==> src/rtl/mc_control_p.sv <==
// mc_control_p: multicycle RV32I control unit.
//   Sequences fetch, decode and execute, and waits on memory with an optional
//   timeout. Misaligned load/store can optionally trap. Illegal opcodes and
//   memory timeouts also trap, and the trap is sticky until reset.
// Ports:
//   clk, rst_n           clock, synchronous active-low reset
//   opcode/funct3/funct7 fields of the instruction register
//   br_en                comparator result
//   addr_lo              effective address bits [1:0] from the ALU
//   mem_resp             memory completion pulse
//   load_en              {pc,ir,regfile,mar,mdr,data_out} load strobes
//   *mux*_sel            datapath select lines
//   cmpop, aluop         comparator / ALU operation
//   mem_read/mem_write   memory requests, held until mem_resp
//   mem_byte_enable      write byte lanes
//   trap, trap_cause     sticky error flag and its cause
//   instret              retired-instruction counter
module mc_control_p #(
  parameter int unsigned TIMEOUT       = 64,
  parameter int unsigned CNT_W         = 32,
  parameter int unsigned MISALIGN_TRAP = 1
) (
  input  logic             clk,
  input  logic             rst_n,
  input  logic [6:0]       opcode,
  input  logic [2:0]       funct3,
  input  logic [6:0]       funct7,
  input  logic             br_en,
  input  logic [1:0]       addr_lo,
  input  logic             mem_resp,
  output logic [5:0]       load_en,
  output logic             pcmux_sel,
  output logic             alumux1_sel,
  output logic [1:0]       alumux2_sel,
  output logic [1:0]       alumux3_sel,
  output logic [2:0]       regfilemux_sel,
  output logic             marmux_sel,
  output logic             cmpmux_sel,
  output logic [2:0]       cmpop,
  output logic [2:0]       aluop,
  output logic             mem_read,
  output logic             mem_write,
  output logic [3:0]       mem_byte_enable,
  output logic             trap,
  output logic [1:0]       trap_cause,
  output logic [CNT_W-1:0] instret
);

  typedef enum logic [4:0] {
    FETCH1, FETCH2, FETCH3, DECODE, IMM, REG, LUI, AUIPC, BR, JAL, JALR,
    CALC_ADDR, LD1, LD2, ST1, ST2, TRAP
  } state_t;

  localparam logic [6:0] OP_LUI   = 7'b0110111;
  localparam logic [6:0] OP_AUIPC = 7'b0010111;
  localparam logic [6:0] OP_JAL   = 7'b1101111;
  localparam logic [6:0] OP_JALR  = 7'b1100111;
  localparam logic [6:0] OP_BR    = 7'b1100011;
  localparam logic [6:0] OP_LOAD  = 7'b0000011;
  localparam logic [6:0] OP_STORE = 7'b0100011;
  localparam logic [6:0] OP_IMM   = 7'b0010011;
  localparam logic [6:0] OP_REG   = 7'b0110011;

  localparam logic [2:0] ALU_ADD  = 3'b000;
  localparam logic [2:0] ALU_SRA  = 3'b010;
  localparam logic [2:0] ALU_SUB  = 3'b011;
  localparam logic [2:0] CMP_BLT  = 3'b100;
  localparam logic [2:0] CMP_BLTU = 3'b110;
  localparam logic [2:0] F3_ADD   = 3'b000;
  localparam logic [2:0] F3_SLT   = 3'b010;
  localparam logic [2:0] F3_SLTU  = 3'b011;
  localparam logic [2:0] F3_SR    = 3'b101;
  localparam logic [6:0] F7_ALT   = 7'b0100000;

  localparam int unsigned LD_PC   = 5;
  localparam int unsigned LD_IR   = 4;
  localparam int unsigned LD_RF   = 3;
  localparam int unsigned LD_MAR  = 2;
  localparam int unsigned LD_MDR  = 1;
  localparam int unsigned LD_DOUT = 0;

  localparam logic [1:0] CAUSE_ILLEGAL  = 2'd0;
  localparam logic [1:0] CAUSE_MISALIGN = 2'd1;
  localparam logic [1:0] CAUSE_TIMEOUT  = 2'd2;

  // Counter only needs to reach TIMEOUT-1.
  localparam int unsigned WAIT_W   = (TIMEOUT > 1) ? $clog2(TIMEOUT) : 1;
  localparam int unsigned WAIT_MAX = (TIMEOUT > 0) ? TIMEOUT - 1 : 0;

  state_t              state, next_state;
  logic [1:0]          next_cause;
  logic [WAIT_W-1:0]   wait_cnt;
  logic [1:0]          addr_lo_q;
  logic [2:0]          funct3_q;
  logic                timeout_hit;
  logic                misaligned;
  logic                in_wait, next_in_wait;
  logic [3:0]          st_be;

  assign timeout_hit  = (TIMEOUT != 0) && (wait_cnt == WAIT_W'(WAIT_MAX));
  assign misaligned   = ((funct3[1:0] == 2'b10) && (addr_lo != 2'b00)) ||
                        ((funct3[1:0] == 2'b01) && addr_lo[0]);
  assign in_wait      = (state == FETCH2) || (state == LD1) || (state == ST1);
  assign next_in_wait = (next_state == FETCH2) || (next_state == LD1) ||
                        (next_state == ST1);

  // Store lanes come from the values latched in CALC_ADDR, since the ALU
  // result no longer holds the address once the access is in flight.
  always_comb begin
    st_be = '1;
    case (funct3_q)
      3'b000:  st_be = 4'b0001 << addr_lo_q;
      3'b001:  st_be = 4'b0011 << addr_lo_q;
      default: st_be = '1;
    endcase
  end

  always_comb begin
    next_state      = state;
    next_cause      = CAUSE_ILLEGAL;
    load_en         = '0;
    pcmux_sel       = 1'b0;
    alumux1_sel     = 1'b0;
    alumux2_sel     = '0;
    alumux3_sel     = '0;
    regfilemux_sel  = '0;
    marmux_sel      = 1'b0;
    cmpmux_sel      = 1'b0;
    cmpop           = funct3;
    aluop           = funct3;
    mem_read        = 1'b0;
    mem_write       = 1'b0;
    mem_byte_enable = '1;

    if (!rst_n) begin
      next_state = FETCH1;
    end else begin
      case (state)
        FETCH1: begin
          load_en[LD_MAR] = 1'b1;
          next_state      = FETCH2;
        end
        FETCH2: begin
          mem_read        = 1'b1;
          load_en[LD_MDR] = 1'b1;
          if (mem_resp) begin
            next_state = FETCH3;
          end else if (timeout_hit) begin
            next_state = TRAP;
            next_cause = CAUSE_TIMEOUT;
          end
        end
        FETCH3: begin
          load_en[LD_IR] = 1'b1;
          next_state     = DECODE;
        end
        DECODE: begin
          case (opcode)
            OP_LUI:   next_state = LUI;
            OP_AUIPC: next_state = AUIPC;
            OP_JAL:   next_state = JAL;
            OP_JALR:  next_state = JALR;
            OP_BR:    next_state = BR;
            OP_IMM:   next_state = IMM;
            OP_REG:   next_state = REG;
            OP_LOAD,
            OP_STORE: next_state = CALC_ADDR;
            default: begin
              next_state = TRAP;
              next_cause = CAUSE_ILLEGAL;
            end
          endcase
        end
        IMM: begin
          load_en[LD_RF] = 1'b1;
          load_en[LD_PC] = 1'b1;
          next_state     = FETCH1;
          case (funct3)
            F3_SLT: begin
              cmpop = CMP_BLT;  cmpmux_sel = 1'b1; regfilemux_sel = 3'd1;
            end
            F3_SLTU: begin
              cmpop = CMP_BLTU; cmpmux_sel = 1'b1; regfilemux_sel = 3'd1;
            end
            F3_SR:   if (funct7 == F7_ALT) aluop = ALU_SRA;
            default: ;
          endcase
        end
        REG: begin
          alumux3_sel    = 2'd1;
          load_en[LD_RF] = 1'b1;
          load_en[LD_PC] = 1'b1;
          next_state     = FETCH1;
          case (funct3)
            F3_SLT: begin
              cmpop = CMP_BLT;  regfilemux_sel = 3'd1;
            end
            F3_SLTU: begin
              cmpop = CMP_BLTU; regfilemux_sel = 3'd1;
            end
            F3_ADD:  if (funct7 == F7_ALT) aluop = ALU_SUB;
            F3_SR:   if (funct7 == F7_ALT) aluop = ALU_SRA;
            default: ;
          endcase
        end
        LUI: begin
          regfilemux_sel = 3'd2;
          load_en[LD_RF] = 1'b1;
          load_en[LD_PC] = 1'b1;
          next_state     = FETCH1;
        end
        AUIPC: begin
          alumux1_sel    = 1'b1;
          alumux2_sel    = 2'd1;
          aluop          = ALU_ADD;
          load_en[LD_RF] = 1'b1;
          load_en[LD_PC] = 1'b1;
          next_state     = FETCH1;
        end
        BR: begin
          pcmux_sel      = br_en;
          alumux1_sel    = 1'b1;
          alumux2_sel    = 2'd2;
          aluop          = ALU_ADD;
          load_en[LD_PC] = 1'b1;
          next_state     = FETCH1;
        end
        JAL, JALR: begin
          alumux1_sel    = (state == JAL);
          alumux3_sel    = (state == JAL) ? 2'd2 : 2'd0;
          aluop          = ALU_ADD;
          regfilemux_sel = 3'd4;
          pcmux_sel      = 1'b1;
          load_en[LD_RF] = 1'b1;
          load_en[LD_PC] = 1'b1;
          next_state     = FETCH1;
        end
        CALC_ADDR: begin
          aluop      = ALU_ADD;
          marmux_sel = 1'b1;
          if (opcode == OP_STORE) alumux2_sel = 2'd3;
          if ((MISALIGN_TRAP != 0) && misaligned) begin
            next_state = TRAP;
            next_cause = CAUSE_MISALIGN;
          end else begin
            load_en[LD_MAR] = 1'b1;
            if (opcode == OP_STORE) begin
              load_en[LD_DOUT] = 1'b1;
              next_state       = ST1;
            end else begin
              next_state = LD1;
            end
          end
        end
        LD1: begin
          mem_read        = 1'b1;
          load_en[LD_MDR] = 1'b1;
          if (mem_resp) begin
            next_state = LD2;
          end else if (timeout_hit) begin
            next_state = TRAP;
            next_cause = CAUSE_TIMEOUT;
          end
        end
        LD2: begin
          regfilemux_sel = 3'd3;
          load_en[LD_RF] = 1'b1;
          load_en[LD_PC] = 1'b1;
          next_state     = FETCH1;
        end
        ST1: begin
          mem_write       = 1'b1;
          mem_byte_enable = st_be;
          if (mem_resp) begin
            next_state = ST2;
          end else if (timeout_hit) begin
            next_state = TRAP;
            next_cause = CAUSE_TIMEOUT;
          end
        end
        ST2: begin
          mem_byte_enable = st_be;
          load_en[LD_PC]  = 1'b1;
          next_state      = FETCH1;
        end
        TRAP:    next_state = TRAP;
        default: next_state = FETCH1;
      endcase
    end
  end

  always_ff @(posedge clk) begin
    if (!rst_n) begin
      state      <= FETCH1;
      instret    <= '0;
      trap       <= 1'b0;
      trap_cause <= '0;
      wait_cnt   <= '0;
      addr_lo_q  <= '0;
      funct3_q   <= '0;
    end else begin
      state <= next_state;
      if (load_en[LD_PC]) instret <= instret + CNT_W'(1);
      // Cause is captured only on the transition into TRAP.
      if ((next_state == TRAP) && (state != TRAP)) begin
        trap       <= 1'b1;
        trap_cause <= next_cause;
      end
      if (state == CALC_ADDR) begin
        addr_lo_q <= addr_lo;
        funct3_q  <= funct3;
      end
      if (next_in_wait && (next_state != state)) begin
        wait_cnt <= '0;
      end else if (in_wait && !mem_resp) begin
        wait_cnt <= wait_cnt + WAIT_W'(1);
      end
    end
  end

endmodule

==> config.mk <==
export PLATFORM = sky130hd
export DESIGN_NAME = mc_control_p
export DESIGN_NICKNAME = d
export VERILOG_FILES = /design/src/rtl/mc_control_p.sv
export SDC_FILE = /design/constraint.sdc
export NUM_CORES = 1
export LEC_CHECK = 0
export BUFFER_PORTS_ARGS = -buffer_cell sky130_fd_sc_hd__buf_2
export CORE_MARGIN = 2
export CORE_UTILIZATION = 52
export CTS_CLUSTER_DIAMETER = 120
export DETAILED_ROUTE_END_ITERATION = 8
export PLACE_DENSITY = 0.77
export SLEW_MARGIN = 0
export SYNTH_ARGS = -nofsm -noshare
export SYNTH_HDL_FRONTEND = slang
export SYNTH_SLANG_ARGS = --single-unit
==> constraint.sdc <==
create_clock -name clk -period 4.2 [get_ports clk]
set_input_delay 1.26 -clock clk [delete_from_list [all_inputs] [get_ports clk]]
set_output_delay 1.26 -clock clk [all_outputs]
set_load 0.1 [all_outputs]
# Word-level counts from Yosys, hierarchy flattened
# Cells that the tools add are included.
# totals
out_inout_bits	64
inputBits	23
register_bits	51
wordCells	134
# op_classes
addsub	2
eq_ne	39
n_mux	56
shifts	2
bitwise_logic	1
reduce_logical	27
# op_table
operator	n
5-bit case mux with 8 select lines	2
5-bit by 4-bit == test with 1-bit output (second input constant)	10
32-bit by 1-bit adder with 32-bit output (second input constant)	1
5-bit two-way mux	6
7-bit by 6-bit == test with 1-bit output (second input constant)	4
7-bit == test (second input constant)	3
3-bit two-way mux	7
5-bit by 3-bit == test with 1-bit output (second input constant)	4
1-bit two-way mux	20
2-bit OR reduction	8
7-bit by 5-bit == test with 1-bit output (second input constant)	2
2-bit two-way mux	7
3-bit case mux with 2 select lines	2
3-bit case mux with 4 select lines	1
5-bit by 1-bit == test with 1-bit output (second input constant)	2
5-bit by 2-bit == test with 1-bit output (second input constant)	2
5-bit == test (second input constant)	2
3-bit case mux with 3 select lines	1
9-bit OR reduction	1
4-bit two-way mux	2
2-bit case mux with 2 select lines	2
4-bit case mux with 2 select lines	1
7-bit by 2-bit == test with 1-bit output (second input constant)	1
7-bit OR reduction	1
23 further kinds	35

# Logic depth before layout (Yosys ltp)
# Gate-level depths: netlist (run 1).
# logic_depth
depth_word	11
depth_mapped	7
ltp_nobuf	5

# Worst setup path before layout (run 1)
# No wires, ideal clock.
# synth_timing
path_type	input-to-output
from	input opcode[3]
to	output alumux2_sel[0]
required_ps	2940
path_stages	4
arrival_time_ps	4240
setup_slack_ps	-1300
n_path_buf	0
path_cell_list	nor4bb_1 -> and3_1 -> a21oi_1 -> nor3b_1
# synth_between
elab_chain_cells	4
# synth_rtl
item	line_no	rtl
start: declaration	25	input logic [6:0] opcode,
7-bit by 6-bit == test with 1-bit output	241	if (opcode == OP_STORE) alumux2_sel = 2'd3;
2-bit two-way mux	241	
2-bit case mux with 3 select lines	138	case (state)
2-bit two-way mux	135	if (!rst_n) begin
end: declaration	34	output logic [1:0] alumux2_sel,
# Every way passes these cells.

# Final worst setup path (run 1)
# layout_timing
from	input funct7[3]
to	output aluop[0]
# layout_between
elab_chain_cells	5
elab_cells_between_ends	7
classes_between	eq/ne: 1; mux: 6
# layout_rtl
item	line_no	rtl
start: declaration	27	input logic [6:0] funct7,
7-bit by 6-bit == test with 1-bit output *	185, 201, 202	
3-bit two-way mux (on tied branches)	185, 202, 201	
3-bit case mux with 2 select lines / 3-bit two-way mux (equally long branches)	194, 178	
3-bit case mux with 3 select lines *	138	
3-bit two-way mux *	135	
end: declaration	40	output logic [2:0] aluop,
# Mark *: on every way between the ends. The rest lies on a longest branch, timed or not.

==> results.md, run 1 <==
* Status: complete, but fails checks
* Failing checks: negative setup slack
* Post-synthesis sequential area ratio at 33.5%
* Hpwl dp at 5940 um
* Hold Path Cell Cnt at 2
* Gr busiest metal: met2
* Max FO, Critical Path at 3
* Layout cells sized above 1 at a little over a quarter
* Num rows at 27
* Top cell type by total area after synthesis: dfxtp_1
* DRC violations left at 0
* Final ANT Viol Nets at 0
* Worst EP required at 2.94 ns
* Final hold viol count at 0
* TNS Setup at -0.00681 ns
* Core footprint at 5570 sq um
* Final Cycle Share at 100%
* Final min period at ~4.2 ns
* Number of flops mapped to enable cells by yosys at 0
* Fraction of registers with async set/reset at 0%
* Post-Synthesis Cells at 399
* Initial antenna violation count at 0
* P per Cell Area at 291 nW/um^2
* #FFs+latches synth at 51
* Top FF cell, synth: dfxtp_1
* Area Growth Syn to Fin at 30.5%
* Achievable Freq at 238 MHz
* Vias at around 3200
* Clk root buf: clkbuf_8
* RSZ-0062 raised after global routing: yes
* Combinational Power Share at 24.6%
* First-pass GRT wire length at 13300 um
* Slew Viols, Final at 0
* Hold Path End: instret[31]
* CTS tree: built
* Mapped Area at 3050 sq um
* Worst hold path class: reg2reg
* Clock transition at path regs at approximately 0.09 ns
* Crit Reg-Reg Endpoint: instret[31]
* Share of the synthesized area in the top cell type at 33.5%
* All-Layer GR Usage at 25.7%
* Crit path DAT at 2.95 ns
* Seq pwr share at 43.9%
* Htree depth at 2
* Initial Utilization at 54.7%
* Yosys warnings at 0
* Reg-to-reg slack, setup at between 1.5 and 2 ns
* Skew final at 0.00953 ns
* GRT Residual Overflow at 0
* CP endpoint kind: primary output
* Worst Hold Launch: instret[31]
* IO Port Bufs at 86
* Die span in x at 80.6 um
* MaxCap Viol Count at 0
* Maximum number of pins on one net before global-route repair at roughly 40
* WL final at between 8000 and 9000 um
* Met3 usage at 4.61%
* Max_slew headroom at between 40% and 50%
* Mapped Nets at 424
* Reg2Reg Depth at 6
* Switch share at 33.1%
* CTS Hold Buffers Added at 0
* Int Pwr at 0.774 mW
* Worst setup margin at -0.00681 ns
* Layout Utilization at 71.4%
* Top cells by area, synth: dfxtp_1, nor2_1, xnor2_1
* Routability cong. at 0.907
* Pleak at 1.57 nW
* Clk_lat worst skew at 0.31 ns
* Crit Path Class: in2out
* IR drop worst, VDD at 265 uV
* Die area at roughly 6500 sq um
* Vias per cell at slightly below 6
* Post-synth cell types at 58
* Initial DRT Pass Iterations at 5
* Met2 Track Usage GR at roughly 45%
* Clock Sinks at 51
* Setup Fix Bufs, Post-CTS at 0
* Vias in the first global route at 2903
* Diodes inserted at 0
* Finish-stage setup viols at 1
* Syn avg cell area at roughly 7.6 sq um
* Met1 usage at 32.9%
* CTS Buffer Depth at 2
* NumNets Final at 499
* CTS buffer count at 5
* Iteration-0 DRC Markers at 191
* Worst reg2reg startpoint: state[3]
* Clock share of power at 31.5%
* Worst slew pin tran at 0.840 ns
* IO Count at between 80 and 90
* Type of origin of the critical path: input pin
* Switching pwr at 0.382 mW
* WL per Instance at approximately 15 um
* Die Y at 80.6 um
power groups by stage:
| stage | combinational [mW] | sequential, mW | clock [mW] |
|---|---|---|---|
| 2_1_floorplan | 0.212 | 0.521 | 0 |
| 3_3_place_gp | 0.275 | 0.518 | 0 |
| 3_5_place_dp | 0.280 | 0.519 | 0 |
| 4_1_cts | 0.283 | 0.507 | 0.370 |
| 5_1_grt | 0.304 | 0.509 | 0.387 |
| 6_report | 0.285 | 0.507 | 0.364 |
area by class of cell:
class | instances | area, sq um
Tap cell | 72 | 90.1
Sequential cell | 51 | 1020
Fill cell | 436 | 1600
Timing Repair Buffer | 93 | 736
Inverter | 10 | 37.5
Multi-Input combinational cell | 313 | 1970
Clock buffer | 6 | 82.6
Clock inverter | 2 | 38.8
worst max path at each step:
stage / startpoint / to / slack, ns / depth (start not counted)
after floorplan: opcode[3] / alumux2_sel[0] / -0.32 / 4
after global placement: funct7[3] / aluop[2] / -0.04 / 7
after detailed placement: funct7[3] / aluop[2] / -0.08 / 7
after CTS: funct7[3] / aluop[0] / -0.02 / 7
after global routing: funct7[3] / aluop[0] / -0.04 / 7
final: funct7[3] / aluop[0] / -0.007 / 7
flip-flops by register name, summed over array words and instances, names as in the netlist:
signal	count
addr_lo_q	2
trap	1
instret	32
state	5
trap_cause	2
wait_cnt	6
funct3_q	3
through the flow:
stage | cells | total power, mW | setup WS, ns | cell area (sq um) | hold WS [ns]
2_1_floorplan | 399 | 0.734 | -0.322 | 3120 | 0.461
3_3_place_gp | 539 | 0.793 | -0.0372 | 3820 | 0.455
3_5_place_dp | 539 | 0.798 | -0.0786 | 3820 | 0.477
4_1_cts | 547 | 1.16 | -0.0180 | 3980 | 0.485
5_1_grt | 547 | 1.20 | -0.0419 | 3980 | 0.511
6_report | 547 | 1.16 | -0.00681 | 3980 | 0.488
Yosys cell counts (7+ instances only):
| cell | n |
|---|---|
| clkbuf_1 | 19 |
| nor2_1 | 66 |
| inv_1 | 9 |
| nand2b_1 | 8 |
| xor2_1 | 7 |
| or3_1 | 7 |
| nor4_1 | 14 |
| nand2_1 | 32 |
| dfxtp_1 | 51 |
| nand3_1 | 16 |
| o21ai_0 | 12 |
| nand4_1 | 9 |
| mux2i_1 | 8 |
| a21oi_1 | 17 |
| xnor2_1 | 25 |
| nor3_1 | 17 |
timing repair:
| action | CTS | global route |
|---|---|---|
| pin swaps | 1 | 1 |
| endpoints found under the setup margin | 2 | 3 |
| resized for setup | 6 | 1 |
kinds of logic (layout without fill, tap and decap cells):
family / Yosys count / in the layout / share of synthesized area (%)
AO/OA/AOI/OAI: 63 / 63 / 13.9
XOR/XNOR: 32 / 32 / 9.19
adder cells (fa/ha/maj): 2 / 2 / 0.821
buffers and inverters: 35 / 111 / 4.76
flip-flops: 51 / 51 / 33.5
multiplexers: 9 / 9 / 3.00
AND/OR/NAND/NOR: 207 / 207 / 34.9
layer usage:
metal,routed length [um],vias up
met3,512,11
met5,0,-
met2,3830,111
met4,113,0
met1,3630,1488
li1,-,1552
placed cells by master (no fill, tap or decap), drive strengths merged, types with 7 or more instances in the layout:
master / synthesis / final
o21ai: 13 / 13
nand2b: 8 / 8
nand2: 32 / 32
nand3: 16 / 16
or3: 7 / 7
nor4: 14 / 14
xor2: 7 / 7
inv: 10 / 11
xnor2: 25 / 25
buf: 6 / 93
nand4: 10 / 10
mux2i: 8 / 8
nor3: 17 / 17
dfxtp: 51 / 51
nor2: 66 / 66
a21oi: 18 / 18
worst max-delay path, stage by stage:
cell and delay (ns):
buf_6 0.09, or4b_4 0.52, or4_4 0.45, nor2_4 0.13, a32oi_2 0.14, o2bb2ai_4 0.17
buf_12 0.18
Note: power is estimated with default switching activity, not from simulation.
==> inputs of run 2 (changes only) <==
==> constraint.sdc (replaced) <==
create_clock -name clk -period 4.15 [get_ports clk]
set_input_delay 1.245 -clock clk [delete_from_list [all_inputs] [get_ports clk]]
set_output_delay 1.245 -clock clk [all_outputs]
set_load 0.05 [all_outputs]
==> run 2 against run 1 <==
The flow still finishes with violations (negative setup slack). Core utilization is 5.3 points lower. Sequential share of layout area grew 2.1 points. Power down 6.0%. Cell count fell by 0.18%. Setup slack worse by 0.0037 ns. Hold slack better by 0.0012 ns. Critical path type unchanged.
==> results.md, run 2 (synthesis gave the netlist of run 1 again) <==
* CTS tree: built (unchanged)
* Vias at 3112 (was 3162)
* CP endpoint kind: primary output (unchanged)
* Crit path DAT at 2.92 ns (was 2.95 ns)
* Core footprint at 5570 sq um (unchanged)
* Die span in x at 80.6 um (unchanged)
* Final ANT Viol Nets at 0 (unchanged)
* IO Port Bufs at 86 (unchanged)
* Worst EP required at 2.90 ns (was 2.94 ns)
* CTS Buffer Depth at 2 (unchanged)
* Status: complete, but fails checks (unchanged)
* Area Growth Syn to Fin at 20.8% (was 30.5%)
* Initial antenna violation count at 0 (unchanged)
* WL final at 7650 um (was 8090 um)
* First-pass GRT wire length at 12400 um (was 13300 um)
* Layout cells sized above 1 at 24.3% (was 26.9%)
* Num rows at 27 (unchanged)
* DRC violations left at 0 (unchanged)
* Initial DRT Pass Iterations at 4 (was 5)
* Biggest regs: instret: 32 flops, wait_cnt: 6 flops, state: 5 flops (unchanged)
* Setup Fix Bufs, Post-CTS at 0 (unchanged)
* Max_slew headroom at 46.1% (was 43.8%)
* CTS buffer count at 5 (unchanged)
* Iteration-0 DRC Markers at 138 (was 191)
* Slew Viols, Final at 0 (unchanged)
* Met2 Track Usage GR at 40.5% (was 44.5%)
* Hpwl dp at 5460 um (was 5940 um)
* Reg-to-reg slack, setup at 1.40 ns (was 1.72 ns)
* Met1 usage at 30.8% (was 32.9%)
* Post-Layout Inst Area at 3680 sq um (was 3980 sq um)
* Clk_lat worst skew at 0.31 ns (about the same)
* Post-Layout Cell Count at 546 (was 547)
* Largest reg by FF count: instret (unchanged)
* IR drop worst, VDD at 164 uV (was 265 uV)
* IO Count at 87 (unchanged)
* Finish-stage setup viols at 2 (was 1)
* Clock Sinks at 51 (unchanged)
* Die Y at 80.6 um (unchanged)
* Type of origin of the critical path: input pin (unchanged)
* Diodes inserted at 0 (unchanged)
* Vias per cell at 5.70 (was 5.78)
* Achievable Freq at 240 MHz
* Worst slew pin tran at 0.806 ns (was 0.840 ns)
* WL per Instance at 14.0 um (was 14.8 um)
* Final Cycle Share at 100%
* Clk root buf: clkbuf_8 (unchanged)
* TNS Setup at -0.0194 ns (was -0.00681 ns)
* Final hold viol count at 0 (unchanged)
* Most frequent cells in the layout: buf_2, nor2_1, dfxtp_1 (unchanged)
* Die area at 6490 sq um (unchanged)
* Gr busiest metal: met2 (unchanged)
* NumNets Final at 498 (was 499)
* Worst hold path class: reg2reg (unchanged)
* P per Cell Area at 295 nW/um^2 (was 291 nW/um^2)
* Met3 usage at 4.83% (was 4.61%)
* Routability cong. at 0.840 (was 0.907)
* Final min period at approximately 4.2 ns
* Crit Path Class: in2out (unchanged)
* Skew final at 0.00695 ns (was 0.00953 ns)
* GRT Residual Overflow at 0 (unchanged)
* All-Layer GR Usage at 23.8% (was 25.7%)
* Clock transition at path regs at 0.09 ns (about the same)
* Placed Area at 3520 sq um (was 3820 sq um)
* Max reg flops at 32 (unchanged)
* Initial Utilization at 54.7% (unchanged)
* Failing checks: negative setup slack (unchanged)
* Pleak at 1.48 nW (was 1.57 nW)
* Htree depth at 2 (unchanged)
* Vias in the first global route at 2742 (was 2903)
* DP Cell Count at 538 (was 539)
* Maximum number of pins on one net before global-route repair at 42 (was 41)
* Max FO, Critical Path at 2 (was 3)
* Worst setup margin at -0.0105 ns (was -0.00681 ns)
* Commonest non-fill, non-tap cell in the layout: buf_2 (unchanged)
* MaxCap Viol Count at 0 (unchanged)
* Post-Place Worst Slack at -0.0899 ns (was -0.0786 ns)
* RSZ-0062 raised after global routing: yes (unchanged)
-- run 2: cell types whose count changed in the layout (fill, tap and decap cells not counted), moves of 3 or more --
cell / delta
nor2_1: +5
buf_12: -16
nor2_2: -5
o21ai_0: +3
buf_2: +14
o21ai_1: -3
-- run 2: worst paths after layout --
kind	start	end	cells past startpoint
max	funct7[3]	aluop[2]	8
min reg2reg	trap	trap	1
min	trap	trap	1
max reg2reg	state[0]	instret[31]	6
-- run 2: critical path, stage by stage --
cell	delay [ns]
buf_6	0.09
or4b_4	0.51
or4_4	0.45
nor2_4	0.12
buf_6	0.11
a21oi_2	0.05
o21a_1	0.19
buf_6	0.15
-- run 2: report_power, final --
group          internal, mW  total (mW)  switching (mW)
Clock                 0.182       0.361           0.179
Sequential            0.496       0.523          0.0269
Combinational        0.0710       0.202           0.131
-- run 2: repair_timing --
| action | in CTS | in global routing |
|---|---|---|
| hold endpoints to repair | 0 | 0 |
| endpoints found under the setup margin | 2 | 3 |
| cloned | 0 | 0 |
| gates resized for setup | 6 | 7 |
| hold buffers | 0 | 0 |
-- run 2: through the flow --
step / power [mW] / hold WS (ns) / utilization, %
detailed placement: 0.731 / 0.464 / 63.2
global route: 1.13 / 0.503 / 66.1
finish: 1.09 / 0.489 / 66.1
global placement: 0.727 / 0.456 / 63.2
CTS: 1.09 / 0.487 / 65.6
floorplan: 0.686 / 0.461 / -
-- run 2: metal layers --
| metal | wire [um] | share of wire, % |
|---|---|---|
| met3 | 535 | 7.0 |
| met1 | 3520 | 46 |
| met2 | 3530 | 46 |
| met5 | 0 | 0 |
| met4 | 59 | 0.77 |
-- run 2: final cells by class --
class	count	area (sq um)
clock buffer	5	68.8
timing repair buffer	92	500
tap	72	90.1
sequential	51	1020
clock inverter	3	46.3
multi-input combinational	313	1920
fill	503	1890
inverter	10	37.5
